<file path="src/rtl/serial_add_controller_pkg.sv">
// serial_add_controller_pkg: shared state encodings and default sizes for the serial adder.
`default_nettype none

package serial_add_controller_pkg;

  localparam int DEF_WIDTH = 8;
  localparam int DEF_CNT_W = 5;

  typedef enum logic [1:0] {
    S_IDLE  = 2'd0,
    S_SHIFT = 2'd1,
    S_DONE  = 2'd2
  } state_t;

endpackage

`default_nettype wire

</file>
<file path="src/rtl/serial_shift_reg.sv">
// serial_shift_reg: parallel-load, right-shift register with MSB serial input (load beats shift).
`default_nettype none

module serial_shift_reg #(
  parameter int WIDTH = 8
) (
  input  logic             clk,
  input  logic             rst,
  input  logic             load,
  input  logic             shift,
  input  logic [WIDTH-1:0] pin,
  input  logic             sin,
  output logic [WIDTH-1:0] pout,
  output logic             sout
);

  logic [WIDTH-1:0] data_q;

  always_ff @(posedge clk or posedge rst) begin
    if (rst) begin
      data_q <= '0;
    end else if (load) begin
      data_q <= pin;
    end else if (shift) begin
      data_q <= {sin, data_q[WIDTH-1:1]};
    end
  end

  assign pout = data_q;
  assign sout = data_q[0];

endmodule

`default_nettype wire

</file>
<file path="src/rtl/serial_add_controller.sv">
// serial_add_controller: bit-serial add (LSB first, one bit per clock) over three shift registers.
// Optional macro SERIAL_ADD_SUB_EN adds a 'sub' port for two's-complement a-b.
`default_nettype none

module serial_add_controller
  import serial_add_controller_pkg::*;
#(
  parameter int WIDTH = DEF_WIDTH,
  parameter int CNT_W = DEF_CNT_W
) (
  input  logic             clk,
  input  logic             rst,
  input  logic             start,
`ifdef SERIAL_ADD_SUB_EN
  input  logic             sub,
`endif
  input  logic [WIDTH-1:0] a,
  input  logic [WIDTH-1:0] b,
  output logic             busy,
  output logic             done,
  output logic [WIDTH-1:0] sum,
  output logic             cout
);

  state_t           state_q;
  logic [CNT_W-1:0] cnt_q;
  logic             carry_q;
  logic             busy_q;
  logic             done_q;
  logic             cout_q;

  logic             accept;
  logic             shift_en;
  logic             last_bit;
  logic             a_bit;
  logic             b_bit;
  logic             s;
  logic             carry_d;
  logic [WIDTH-1:0] b_load;
  logic             carry_init;
  logic [WIDTH-1:0] a_pout;
  logic [WIDTH-1:0] b_pout;
  logic             r_sout;
  logic             unused_ok;

  assign accept   = (state_q == S_IDLE) && start;
  assign shift_en = (state_q == S_SHIFT);
  assign last_bit = shift_en && (cnt_q == CNT_W'(WIDTH - 1));

`ifdef SERIAL_ADD_SUB_EN
  // Subtraction is a + ~b + 1: invert B on load and seed the carry with 1.
  assign b_load     = sub ? ~b : b;
  assign carry_init = sub;
`else
  assign b_load     = b;
  assign carry_init = 1'b0;
`endif

  assign s       = a_bit ^ b_bit ^ carry_q;
  assign carry_d = (a_bit & b_bit) | (a_bit & carry_q) | (b_bit & carry_q);

  serial_shift_reg #(.WIDTH(WIDTH)) u_a_reg (
    .clk  (clk),
    .rst  (rst),
    .load (accept),
    .shift(shift_en),
    .pin  (a),
    .sin  (1'b0),
    .pout (a_pout),
    .sout (a_bit)
  );

  serial_shift_reg #(.WIDTH(WIDTH)) u_b_reg (
    .clk  (clk),
    .rst  (rst),
    .load (accept),
    .shift(shift_en),
    .pin  (b_load),
    .sin  (1'b0),
    .pout (b_pout),
    .sout (b_bit)
  );

  // Result register clears on accept and collects sum bits from the MSB end.
  serial_shift_reg #(.WIDTH(WIDTH)) u_sum_reg (
    .clk  (clk),
    .rst  (rst),
    .load (accept),
    .shift(shift_en),
    .pin  ('0),
    .sin  (s),
    .pout (sum),
    .sout (r_sout)
  );

  assign unused_ok = ^{a_pout, b_pout, r_sout};

  always_ff @(posedge clk or posedge rst) begin
    if (rst) begin
      state_q <= S_IDLE;
      cnt_q   <= '0;
      carry_q <= 1'b0;
      busy_q  <= 1'b0;
      done_q  <= 1'b0;
      cout_q  <= 1'b0;
    end else begin
      case (state_q)
        S_IDLE: begin
          if (start) begin
            state_q <= S_SHIFT;
            cnt_q   <= '0;
            carry_q <= carry_init;
            busy_q  <= 1'b1;
          end
        end
        S_SHIFT: begin
          carry_q <= carry_d;
          cnt_q   <= cnt_q + CNT_W'(1);
          if (last_bit) begin
            state_q <= S_DONE;
            busy_q  <= 1'b0;
            done_q  <= 1'b1;
            cout_q  <= carry_d;
          end
        end
        S_DONE: begin
          state_q <= S_IDLE;
          done_q  <= 1'b0;
        end
        default: begin
          state_q <= S_IDLE;
          busy_q  <= 1'b0;
          done_q  <= 1'b0;
        end
      endcase
    end
  end

  assign busy = busy_q;
  assign done = done_q;
  assign cout = cout_q;

endmodule

`default_nettype wire

</file>
<file path="config.mk">
export PLATFORM = sky130hd
export DESIGN_NAME = serial_add_controller
export DESIGN_NICKNAME = d
export VERILOG_FILES = /design/src/rtl/serial_add_controller_pkg.sv /design/src/rtl/serial_shift_reg.sv /design/src/rtl/serial_add_controller.sv
export SDC_FILE = /design/constraint.sdc
export NUM_CORES = 1
export LEC_CHECK = 0
export BUFFER_PORTS_ARGS = -buffer_cell sky130_fd_sc_hd__buf_2
export CAP_MARGIN = 20
export CORE_MARGIN = 2
export CORE_UTILIZATION = 51
export CTS_BUF_LIST = sky130_fd_sc_hd__clkbuf_8
export DETAILED_ROUTE_END_ITERATION = 6
export GPL_TIMING_DRIVEN = 0
export PLACE_DENSITY = 0.78
export SLEW_MARGIN = 0
export SYNTH_ARGS = -nofsm -noshare
export SYNTH_HDL_FRONTEND = slang
export SYNTH_SLANG_ARGS = --single-unit
</file>
<file path="constraint.sdc">
create_clock -name clk -period 1.3 [get_ports clk]
set_input_delay 0 -clock clk [delete_from_list [all_inputs] [get_ports clk]]
set_output_delay 0 -clock clk [all_outputs]
set_load 0.03 [all_outputs]
</file>
==> parameters.txt, run 1 <==
Parameter                              Value

Status
  Outcome ... finished, violations left
  Violated checks ... setup timing

Worst setup path
  Category of the critical setup timing path ... reg -> reg
  Largest fanout of any net on the critical path ... 2
  Sequence of cells on the critical path ... ha_2, and4bb_2, nand2_2, mux2_4
  Maximum single-stage delay on the critical path ... 390 ps
  Arrival time worst endpoint ... 1480 ps
  Slowest CP cell ... sky130_fd_sc_hd__dfrtp_1
  Required time of the worst setup path ... 1470 ps
  Sort of element at the start of the critical path ... register
  Crit end category ... register

Clock tree
  CTS tree ... done
  Total CTS buffers ... 5
  Clock latency at the later pin of the worst-skew pair ... 280 ps
  H-tree depth reported by CTS ... 2
  Clock tree root buffer cell ... sky130_fd_sc_hd__clkbuf_8
  Sink Count ... 35
  Maximum root-to-sink buffer count ... 2
  Worst-path clk slew ... 70 ps

Floorplanning
  I/O pin cnt ... 30
  Initial cell density of the core ... 0.547
  Area of the die ... 3470 um2
  Overall die width ... 58.9 um
  Core ar. ... 2810 um2
  Vertical die dimension ... 58.9 um
  Floorplan row count ... 19

Route
  Detailed router's first-iteration violation count ... 31
  Count of TritonRoute iterations in the first routing pass ... 4
  Antenna Nets Post-Route ... 0
  Count of vias placed by the detailed router ... 1202
  Remaining design rule violation count ... 0
  Wire length per cell after detailed routing ... 14.0 um
  Via count normalized by instance count ... 5.59
  Overall routed net length ... 3.01 mm

Timing
  Setup slack of the critical path after layout ... -11.0 ps
  Remaining max-slew budget at the tightest pin ... 0.553
  Setup repair after global routing missed its margin ... yes
  Measured slew at the worst slew-check pin ... 669 ps
  Final total negative setup slack ... -11.0 ps
  Top achievable clock speed ... 763 MHz
  Final period utilization ... 1.01
  Number of pins exceeding their max-slew limit in the final report ... 0
  Total of endpoints with negative setup slack in the final report ... 1
  Clock period minus worst slack ... 1310 ps
  Clock Skew ... 5.90 ps
  Hold violation total from the final report ... 0

Synth
  Yosys warns ... 0
  Number of unique standard cell types used by synthesis ... 26
  Flip-flop and latch count after synthesis ... 35
  Syn avg cell area ... 11.4 um2
  Synth top area share ... 0.570
  Syn Nets ... 156
  Cell types with the largest area share after synthesis ... sky130_fd_sc_hd__dfrtp_1, sky130_fd_sc_hd__a22o_1, sky130_fd_sc_hd__a22oi_1
  Post-synthesis instance total ... 135
  Seq/Total Area, Yosys ... 0.570
  Yosys top cell by area ... sky130_fd_sc_hd__dfrtp_1
  Post-Syn Area ... 1540 um2

Power
  Static leakage ... 0.00101 uW
  Overall power consumption ... 4910 uW
  Worst vdd rail ir drop ... 0.00165 V
  Power density over the cells ... 2440 nW/um2

Final layout
  Synthesis-to-finish area growth ... 31.0%
  Total Nets Final ... 204
  Fraction of layout instances using a drive strength above 1 ... 0.348
  # diodes ... 0
  Final instance area ... 2010 um2

GRT
  Total global-route track usage ... 0.195
  Initial antenna violation count ... 0
  Pin count of the biggest net entering global routing ... 21
  Leftover overflow at the end of global routing ... 0
  Number of global-route vias before repair ... 1227
  Global-route wire length before repair ... 5.05 mm

Job
  Max Cap Violations ... 0

Place
  Worst setup slack before clock tree synthesis ... -80.4 ps
  Cell area after placement ... 1750 um2
  Total of buffers placed on input and output ports ... 29
  Final HPWL from detailed placement ... 2.16 mm
  Final weighted congestion of routability-driven global placement ... 0.797

Hold path
  Min-delay worst type ... in -> reg
## synthesized netlist by cell type, drive strengths merged
cell type	instances
a21oi	5
a22o	13
a22oi	14
and2b	3
and4bb	1
buf	9
clkbuf	1
dfrtp	35
fa	1
ha	1
inv	4
mux2	2
mux2i	2
nand2	13
nand2b	1
nand4	2
nor2	2
nor2b	6
o21ai	17
o21bai	1
o32ai	1
or3b	1
## worst paths after layout
path                            slack, ps            startpoint                       endpoint  cells past startpoint
worst max-delay path                  -10  cnt_q[1]$_DFFE_PP0P_               cout$_DFFE_PP0P_                      4
worst min-delay path                  0.2                  b[1]    u_b_reg.pout[1]$_DFFE_PP0P_                      3
worst max register to register        -10  cnt_q[1]$_DFFE_PP0P_               cout$_DFFE_PP0P_                      4
worst min register to register        480  cnt_q[4]$_DFFE_PP0P_           cnt_q[4]$_DFFE_PP0P_                      1
max in group asynchronous             420                   rst    u_b_reg.pout[5]$_DFFE_PP0P_                      4
min in group asynchronous             360                   rst  u_sum_reg.pout[1]$_DFFE_PP0P_                      3
## sequential cells by signal, summed over array words and instances (netlist names)
| name | cells |
|---|---|
| busy | 1 |
| carry_q | 1 |
| cnt_q | 5 |
| cout | 1 |
| done | 1 |
| state_q | 2 |
| u_a_reg.pout | 8 |
| u_b_reg.pout | 8 |
| u_sum_reg.pout | 8 |
## stage by stage
stage	std cells	util	hold slack, ps
after floorplan	135	-	133
after global placement	195	0.614	228
after detailed placement	196	0.624	128
after CTS	211	0.698	0.314
after global routing	215	0.717	14.2
final	215	0.717	0.184
## cell type report
| cell class | count | area (um2) |
|---|---|---|
| Sequential cell | 35 | 876 |
| Clock inverter | 3 | 67.6 |
| Multi-Input combinational cell | 86 | 609 |
| Tap cell | 31 | 38.8 |
| Clock buffer | 5 | 68.8 |
| Buffer | 10 | 70.1 |
| Fill cell | 204 | 795 |
| Timing Repair Buffer | 41 | 265 |
| Inverter | 4 | 15.0 |
## layout by cell type (no fill, tap or decap), types with 3 or more instances in the layout
cell | synthesis | final
sky130_fd_sc_hd__and2b_1 | 3 | 3
sky130_fd_sc_hd__dfrtp_1 | 35 | 35
sky130_fd_sc_hd__nor2b_1 | 5 | 4
sky130_fd_sc_hd__a22o_1 | 13 | 13
sky130_fd_sc_hd__a22oi_1 | 14 | 14
sky130_fd_sc_hd__buf_4 | 4 | 12
sky130_fd_sc_hd__clkbuf_8 | 0 | 5
sky130_fd_sc_hd__nand2_1 | 12 | 12
sky130_fd_sc_hd__a21oi_1 | 5 | 5
sky130_fd_sc_hd__o21ai_0 | 17 | 17
sky130_fd_sc_hd__inv_1 | 4 | 4
sky130_fd_sc_hd__buf_2 | 5 | 31
sky130_fd_sc_hd__dlygate4sd3_1 | 0 | 4
## critical path, delay by kind of cell (launching register included)
kind	cells	cell delay, ps
DFF	1	390
and+or+nand+nor	2	330
muxes	1	290
adders and majority gates	1	190
## where the power goes
part           internal (uW)  switching [uW]
Combinational            877            1030
Clock                    764             387
Sequential              1540             312
## metal layers
layer / global-route usage / up-vias / wire length (um)
met4: 0.0714 / 0 / 36
met2: 0.306 / 19 / 1430
met1: 0.261 / 596 / 1420
met5: 0 / - / 0
li1: - / 582 / -
met3: 0.0527 / 5 / 115
## logic make-up (layout without fill, tap and decap cells)
family	count (synthesis)	in the layout	share of synthesized area
buffers and inverters	14	63	0.0481
AO/OA/AOI/OAI	51	51	0.225
AND/OR/NAND/NOR	29	29	0.105
adder cells (fa/ha/maj)	2	2	0.0212
flip-flops	35	35	0.570
multiplexers	4	4	0.0302
## what timing repair did
| item | 4_1_cts | 5_1_grt |
|---|---|---|
| endpoints found under the hold margin | 18 | 0 |
| buffers inserted | 3 | 4 |
| pin swaps | 2 | 1 |
| endpoints found under the setup margin | 13 | 8 |
| resized for setup | 3 | 7 |
| hold buffers | 4 | 0 |
Power figures use the tool's default switching activity.
==> run 2: changes to the inputs <==
--- a/config.mk
+++ b/config.mk
@@ -8,11 +8,10 @@
 export BUFFER_PORTS_ARGS = -buffer_cell sky130_fd_sc_hd__buf_2
 export CAP_MARGIN = 20
 export CORE_MARGIN = 2
-export CORE_UTILIZATION = 51
-export CTS_BUF_LIST = sky130_fd_sc_hd__clkbuf_8
+export CORE_UTILIZATION = 48
 export DETAILED_ROUTE_END_ITERATION = 6
 export GPL_TIMING_DRIVEN = 0
-export PLACE_DENSITY = 0.78
+export PLACE_DENSITY = 0.74
 export SLEW_MARGIN = 0
 export SYNTH_ARGS = -nofsm -noshare
 export SYNTH_HDL_FRONTEND = slang
==> run 2 against run 1 <==
Against the previous run: the run still ends with setup timing left; first-iteration DRC count grew 6.5%; hold slack gained 110 ps; sequential share of layout area shrank 0.56 points; flip-flop and latch count is the same; power shrank 12%; maximum frequency shrank 3.6%; non-clock buffer count grew 9; largest cell class unchanged.
==> parameters.txt, run 2 (synthesized netlist as in run 1, its figures left out) <==
Parameter                              Value

Status
  Outcome ... finished, violations left (unchanged)
  Violated checks ... setup timing (unchanged)

Floorplanning
  I/O pin cnt ... 30 (unchanged)
  Area of the die ... 3670 um2 (was 3470 um2)
  Core ar. ... 3050 um2 (was 2810 um2)
  Vertical die dimension ... 60.6 um (was 58.9 um)
  Floorplan row count ... 20 (was 19)
  Initial cell density of the core ... 0.503 (was 0.547)
  Overall die width ... 60.6 um (was 58.9 um)

Timing
  Hold violation total from the final report ... 0 (unchanged)
  Remaining max-slew budget at the tightest pin ... 0.505 (was 0.553)
  Number of pins exceeding their max-slew limit in the final report ... 0 (unchanged)
  Setup repair after global routing missed its margin ... yes (unchanged)
  Top achievable clock speed ... 735 MHz (was 763 MHz)
  Final period utilization ... 1.05 (was 1.01)
  Measured slew at the worst slew-check pin ... 741 ps (was 669 ps)
  Clock Skew ... 7.78 ps (was 5.90 ps)
  Setup slack of the critical path after layout ... -59.8 ps (was -11.0 ps)
  Total of endpoints with negative setup slack in the final report ... 1 (unchanged)
  Final-layout worst hold slack ... 109 ps (was 0.184 ps)
  Clock period minus worst slack ... 1360 ps (was 1310 ps)

Clock tree
  Clock tree root buffer cell ... sky130_fd_sc_hd__clkbuf_4 (was sky130_fd_sc_hd__clkbuf_8)
  Total CTS buffers ... 5 (unchanged)
  Sink Count ... 35 (unchanged)
  CTS tree ... done (unchanged)
  Worst-path clk slew ... 110 ps (was 70 ps)
  Maximum root-to-sink buffer count ... 2 (unchanged)
  H-tree depth reported by CTS ... 2 (unchanged)
  Clock latency at the later pin of the worst-skew pair ... 340 ps (was 280 ps)

Worst setup path
  Required time of the worst setup path ... 1530 ps (was 1470 ps)
  Largest fanout of any net on the critical path ... 3 (was 2)
  Category of the critical setup timing path ... reg -> reg (unchanged)
  Arrival time worst endpoint ... 1590 ps (was 1480 ps)
  Sort of element at the start of the critical path ... register (unchanged)
  Crit end category ... register (unchanged)

GRT
  Pin count of the biggest net entering global routing ... 20 (was 21)
  Total global-route track usage ... 0.221 (was 0.195)
  Number of global-route vias before repair ... 1284 (was 1227)
  Global-route wire length before repair ... 5.81 mm (was 5.05 mm)
  Leftover overflow at the end of global routing ... 0 (unchanged)
  Initial antenna violation count ... 0 (unchanged)

Hold path
  Min-delay worst type ... in -> reg (unchanged)

Final layout
  Most frequent standard cell in the layout excluding fill and tap cells ... sky130_fd_sc_hd__dfrtp_1 (unchanged)
  Top library cells by usage in the layout, fill and taps aside ... sky130_fd_sc_hd__dfrtp_1, sky130_fd_sc_hd__buf_2, sky130_fd_sc_hd__dlygate4sd3_1 (was sky130_fd_sc_hd__dfrtp_1, sky130_fd_sc_hd__buf_2, sky130_fd_sc_hd__o21ai_0)
  Fraction of layout instances using a drive strength above 1 ... 0.301 (was 0.348)
  Count of filler cells inserted in the layout ... 253 (was 204)
  Combined flip-flop and latch cell area ... 876 um2 (unchanged)
  Area used by multi-input combinational logic ... 609 um2 (unchanged)
  Count of non-filler cells in the finished layout ... 237 (was 215)
  # diodes ... 0 (unchanged)
  Total Nets Final ... 213 (was 204)
  Synthesis-to-finish area growth ... 32.7% (was 31.0%)

Route
  Overall routed net length ... 3.45 mm (was 3.01 mm)
  Antenna Nets Post-Route ... 0 (unchanged)
  Detail Route met3 WL ... 110 um (was 115 um)
  Count of vias placed by the detailed router ... 1245 (was 1202)
  Wire length per cell after detailed routing ... 14.5 um (was 14.0 um)
  Highest routed layer ... met4 (unchanged)
  Count of TritonRoute iterations in the first routing pass ... 4 (unchanged)
  Detailed router's first-iteration violation count ... 33 (was 31)
  Via count normalized by instance count ... 5.25 (was 5.59)
  Detail Route met2 WL ... 1.76 mm (was 1.43 mm)
  Remaining design rule violation count ... 0 (unchanged)
  Met1 routed wirelength after detailed routing ... 1.53 mm (was 1.42 mm)

Job
  Max Cap Violations ... 0 (unchanged)

Place
  Total of buffers placed on input and output ports ... 29 (unchanged)
  Number of cells after detailed placement ... 209 (was 196)
  Final HPWL from detailed placement ... 2.28 mm (was 2.16 mm)
  Final weighted congestion of routability-driven global placement ... 0.737 (was 0.797)

Power
  Power density over the cells ... 2120 nW/um2 (was 2440 nW/um2)
  Static leakage ... 0.00101 uW (about the same)
  Worst vdd rail ir drop ... 0.00101 V (was 0.00165 V)
==> run 2: cell count changes in the layout (fill, tap and decap cells not counted), moves of 2 or more <==
cell and delta:
sky130_fd_sc_hd__bufinv_16 -2, sky130_fd_sc_hd__dlygate4sd3_1 +13, sky130_fd_sc_hd__buf_4 -4, sky130_fd_sc_hd__clkbuf_4 +6, sky130_fd_sc_hd__clkbuf_1 +2, sky130_fd_sc_hd__clkbuf_8 -5
==> run 2: report_power, final <==
group          switching [uW]  internal (uW)
sequential                329           1540
combinational            1050            837
clock                     362            211
total                    1740           2580
==> run 2: repair_timing <==
action	in CTS	in global routing
endpoints found under the setup margin	15	14
setup buffers	3	0
pin swaps	1	1
gates resized for setup	4	5
hold endpoints to repair	32	0
hold buffers	17	0
==> run 2: critical path, cell delays in order (launching register included) <==
cell and delay (ps):
sky130_fd_sc_hd__dfrtp_1 400, sky130_fd_sc_hd__ha_2 200, sky130_fd_sc_hd__and4bb_2 250, sky130_fd_sc_hd__nand2_2 100
sky130_fd_sc_hd__mux2_4 300
==> run 2: worst paths after layout <==
kind / start / to / slack [ps] / depth (start not counted)
min reg2reg: cnt_q[4]$_DFFE_PP0P_ / cnt_q[4]$_DFFE_PP0P_ / 490 / 1
min: start / u_b_reg.pout[4]$_DFFE_PP0P_ / 110 / 4
max in group asynchronous: rst / busy$_DFFE_PP0P_ / 440 / 4
max reg2reg: cnt_q[1]$_DFFE_PP0P_ / cout$_DFFE_PP0P_ / -60 / 4
min in group asynchronous: rst / u_a_reg.pout[7]$_DFFE_PP0P_ / 320 / 3
max: cnt_q[1]$_DFFE_PP0P_ / cout$_DFFE_PP0P_ / -60 / 4
==> run 2: layer usage <==
layer,global-route usage,vias to the layer above
li1,-,604
met1,0.283,616
met2,0.370,20
met3,0.0640,5
met4,0.0652,0
met5,0,-
==> run 2: cell type report <==
cell class                 count  area share
sequential                    35       0.430
multi-input combinational     86       0.299
timing repair buffer          50       0.179
buffer                        10      0.0326
tap                           44      0.0270
clock buffer                   7      0.0221
inverter                       4     0.00737
clock inverter                 1     0.00246
==> run 2: stage by stage <==
step / util / instance area (um2) / power, uW / worst slack [ps] / setup TNS [ps]
after floorplan: - / 1540 / 3090 / 9.49 / 0
final: 0.667 / 2040 / 4320 / -59.8 / -59.8
after detailed placement: 0.578 / 1770 / 3600 / -79.9 / -154
after global placement: 0.569 / 1740 / 3490 / -68.1 / -68.1
after global routing: 0.667 / 2040 / 4640 / -103 / -210
after CTS: 0.662 / 2020 / 4290 / -48.5 / -48.5
==> run 3: changes to the inputs <==
--- a/config.mk
+++ b/config.mk
@@ -8,10 +8,10 @@
 export BUFFER_PORTS_ARGS = -buffer_cell sky130_fd_sc_hd__buf_2
 export CAP_MARGIN = 20
 export CORE_MARGIN = 2
-export CORE_UTILIZATION = 48
+export CORE_UTILIZATION = 45
 export DETAILED_ROUTE_END_ITERATION = 6
 export GPL_TIMING_DRIVEN = 0
-export PLACE_DENSITY = 0.74
+export PLACE_DENSITY = 0.7
 export SLEW_MARGIN = 0
 export SYNTH_ARGS = -nofsm -noshare
 export SYNTH_HDL_FRONTEND = slang
==> constraint.sdc (replaced) <==
create_clock -name clk -period 1.3 [get_ports clk]
set_input_delay 0.065 -clock clk [delete_from_list [all_inputs] [get_ports clk]]
set_output_delay 0.065 -clock clk [all_outputs]
set_load 0.03 [all_outputs]
==> run 3 against run 2 <==
Against the previous run: the flow still finishes with violations (setup timing); combinational power decreased by 3%; clock power rose by 14%; flip-flop and latch count did not move; maximum frequency grew 0.91%; highest routed layer unchanged; critical path type unchanged; clock-buffer cell count increased by 1; hold slack got worse by 98 ps; sequential share of layout area grew 2.3 points; wire length is 12% lower; die area rose by 6.2%; largest cell class unchanged; register-to-register slack hardly changed; final cell count down 4.2%; non-clock buffer count shrank 12.
==> parameters.txt, run 3 (synthesized netlist as in run 1, its figures left out) <==
Parameter                              Value

Status
  Outcome ... finished, violations left (unchanged)
  Violated checks ... setup timing (unchanged)

Clock tree
  Sink Count ... 35 (unchanged)
  Worst-path clk slew ... 100 ps (was 110 ps)
  Clock tree root buffer cell ... sky130_fd_sc_hd__clkbuf_4 (unchanged)
  H-tree depth reported by CTS ... 2 (unchanged)
  Total CTS buffers ... 5 (unchanged)
  Clock latency at the later pin of the worst-skew pair ... 330 ps (was 340 ps)
  CTS tree ... done (unchanged)
  Maximum root-to-sink buffer count ... 2 (unchanged)

Place
  Cell area after placement ... 1770 um2 (about the same)
  Final weighted congestion of routability-driven global placement ... 0.794 (was 0.737)
  Total of buffers placed on input and output ports ... 29 (unchanged)
  Final HPWL from detailed placement ... 2.15 mm (was 2.28 mm)
  Number of cells after detailed placement ... 211 (was 209)

Timing
  Final total negative setup slack ... -47.4 ps (was -59.8 ps)
  Clock Skew ... 2.53 ps (was 7.78 ps)
  Measured slew at the worst slew-check pin ... 727 ps (was 741 ps)
  Remaining max-slew budget at the tightest pin ... 0.515 (was 0.505)
  Total of endpoints with negative setup slack in the final report ... 1 (unchanged)
  Clock period minus worst slack ... 1350 ps (was 1360 ps)
  Setup slack of the critical path after layout ... -47.4 ps (was -59.8 ps)
  Final period utilization ... 1.04 (was 1.05)
  Number of pins exceeding their max-slew limit in the final report ... 0 (unchanged)
  Setup repair after global routing missed its margin ... yes (unchanged)
  Final-layout worst hold slack ... 11.3 ps (was 109 ps)
  Top achievable clock speed ... 742 MHz (was 735 MHz)
  Hold violation total from the final report ... 0 (unchanged)

Power
  Power density over the cells ... 2240 nW/um2 (was 2120 nW/um2)
  Worst vdd rail ir drop ... 0.00121 V (was 0.00101 V)
  Static leakage ... 0.000964 uW (was 0.00101 uW)
  Overall power consumption ... 4330 uW (was 4320 uW)

Final layout
  Top library cells by usage in the layout, fill and taps aside ... sky130_fd_sc_hd__dfrtp_1, sky130_fd_sc_hd__buf_2, sky130_fd_sc_hd__o21ai_0 (was sky130_fd_sc_hd__dfrtp_1, sky130_fd_sc_hd__buf_2, sky130_fd_sc_hd__dlygate4sd3_1)
  Synthesis-to-finish area growth ... 26.0% (was 32.7%)
  Final instance area ... 1930 um2 (was 2040 um2)
  Total Nets Final ... 201 (was 213)
  Count of non-filler cells in the finished layout ... 227 (was 237)
  # diodes ... 0 (unchanged)
  Count of filler cells inserted in the layout ... 290 (was 253)
  Fraction of layout instances using a drive strength above 1 ... 0.320 (was 0.301)
  Most frequent standard cell in the layout excluding fill and tap cells ... sky130_fd_sc_hd__dfrtp_1 (unchanged)

Route
  Detailed router's first-iteration violation count ... 32 (was 33)
  Count of TritonRoute iterations in the first routing pass ... 4 (unchanged)
  Count of vias placed by the detailed router ... 1179 (was 1245)
  Antenna Nets Post-Route ... 0 (unchanged)
  Overall routed net length ... 3.04 mm (was 3.45 mm)
  Wire length per cell after detailed routing ... 13.4 um (was 14.5 um)
  Via count normalized by instance count ... 5.19 (was 5.25)
  Remaining design rule violation count ... 0 (unchanged)

Floorplanning
  Initial cell density of the core ... 0.464 (was 0.503)
  I/O pin cnt ... 30 (unchanged)
  Area of the die ... 3900 um2 (was 3670 um2)
  Overall die width ... 62.4 um (was 60.6 um)
  Floorplan row count ... 21 (was 20)
  Core ar. ... 3310 um2 (was 3050 um2)
  Vertical die dimension ... 62.4 um (was 60.6 um)

Worst setup path
  RR Startpoint ... cnt_q[1]$_DFFE_PP0P_ (unchanged)
  Crit end category ... register (unchanged)
  Arrival time worst endpoint ... 1570 ps (was 1590 ps)
  End of the worst register-to-register path ... cout$_DFFE_PP0P_ (unchanged)
  Largest fanout of any net on the critical path ... 3 (unchanged)
  Slack of the worst reg-to-reg path ... -50 ps (was -60 ps)
  Required time of the worst setup path ... 1530 ps (about the same)
  Number of cells traversed by the worst register-to-register path ... 4 (unchanged)
  Category of the critical setup timing path ... reg -> reg (unchanged)
  Sort of element at the start of the critical path ... register (unchanged)

Job
  Max Cap Violations ... 0 (unchanged)

GRT
  Global-route wire length before repair ... 5.26 mm (was 5.81 mm)
  Number of global-route vias before repair ... 1174 (was 1284)
  Pin count of the biggest net entering global routing ... 20 (unchanged)
  Total global-route track usage ... 0.175 (was 0.221)
  Leftover overflow at the end of global routing ... 0 (unchanged)
  Initial antenna violation count ... 0 (unchanged)

Hold path
  Endpoint of the worst hold-timing path ... u_a_reg.pout[3]$_DFFE_PP0P_ (was u_b_reg.pout[4]$_DFFE_PP0P_)
  Worst hold path startpoint ... a[3] (was start)
  Min-delay worst type ... in -> reg (unchanged)
  Worst hold path depth ... 3 (was 4)
run 3: cell count changes in the layout (fill, tap and decap cells not counted), sizes merged:
cell,delta
clkinv,-1
clkbuf,-1
dlygate4sd3,-12
buf,+2
run 3: report_power, final:
| group | internal, uW | leakage (uW) | switching [uW] |
|---|---|---|---|
| combinational | 811 | 0.000473 | 1020 |
| clock | 318 | 0.0000386 | 333 |
| sequential | 1540 | 0.000453 | 318 |
run 3: final cells by class:
cell class              instances  area, um2  area share
flip-flops and latches         35        876       0.453
multi-input cells              86        607       0.314
clock buffers                   8       68.8      0.0356
inverters                       4       15.0     0.00776
repair buffers                 38        245       0.127
well taps                      46       57.6      0.0298
plain buffers                  10       65.1      0.0336
run 3: how the worst max path moves through the flow:
stage,startpoint,to,slack (ps),depth (start not counted)
final,cnt_q[1]$_DFFE_PP0P_,cout$_DFFE_PP0P_,-50,4
after global routing,cnt_q[1]$_DFFE_PP0P_,cout$_DFFE_PP0P_,-60,4
after CTS,cnt_q[1]$_DFFE_PP0P_,cout$_DFFE_PP0P_,-40,4
after detailed placement,cnt_q[0]$_DFFE_PP0P_,cout$_DFFE_PP0P_,-80,4
after global placement,cnt_q[0]$_DFFE_PP0P_,cout$_DFFE_PP0P_,-70,4
after floorplan,cnt_q[0]$_DFFE_PP0P_,cout$_DFFE_PP0P_,9,4
run 3: critical path: stages (launching register included):
cell and delay (ps):
sky130_fd_sc_hd__dfrtp_1 400, sky130_fd_sc_hd__ha_2 210, sky130_fd_sc_hd__and4bb_2 250, sky130_fd_sc_hd__nand2_2 90, sky130_fd_sc_hd__mux2_4 300
run 3: through the flow:
stage                     setup slack, ps   util
after floorplan                      9.49      -
after global routing                -60.2  0.584
after global placement              -69.1  0.526
after CTS                           -42.9  0.576
final                               -47.4  0.584
after detailed placement            -83.3  0.534
run 3: what timing repair did:
action | CTS | global route
pin swaps | 1 | 0
resized for setup | 2 | 4
endpoints found under the setup margin | 11 | 7
buffers inserted | 2 | 1
hold buffers | 5 | 0
endpoints found under the hold margin | 20 | 0
run 3: layer usage:
metal	track usage	vias up	part of all wire
met1	0.219	564	0.45
li1	-	582	-
met5	0	-	0
met4	0.0750	0	0.019
met2	0.281	27	0.49
met3	0.0559	6	0.045
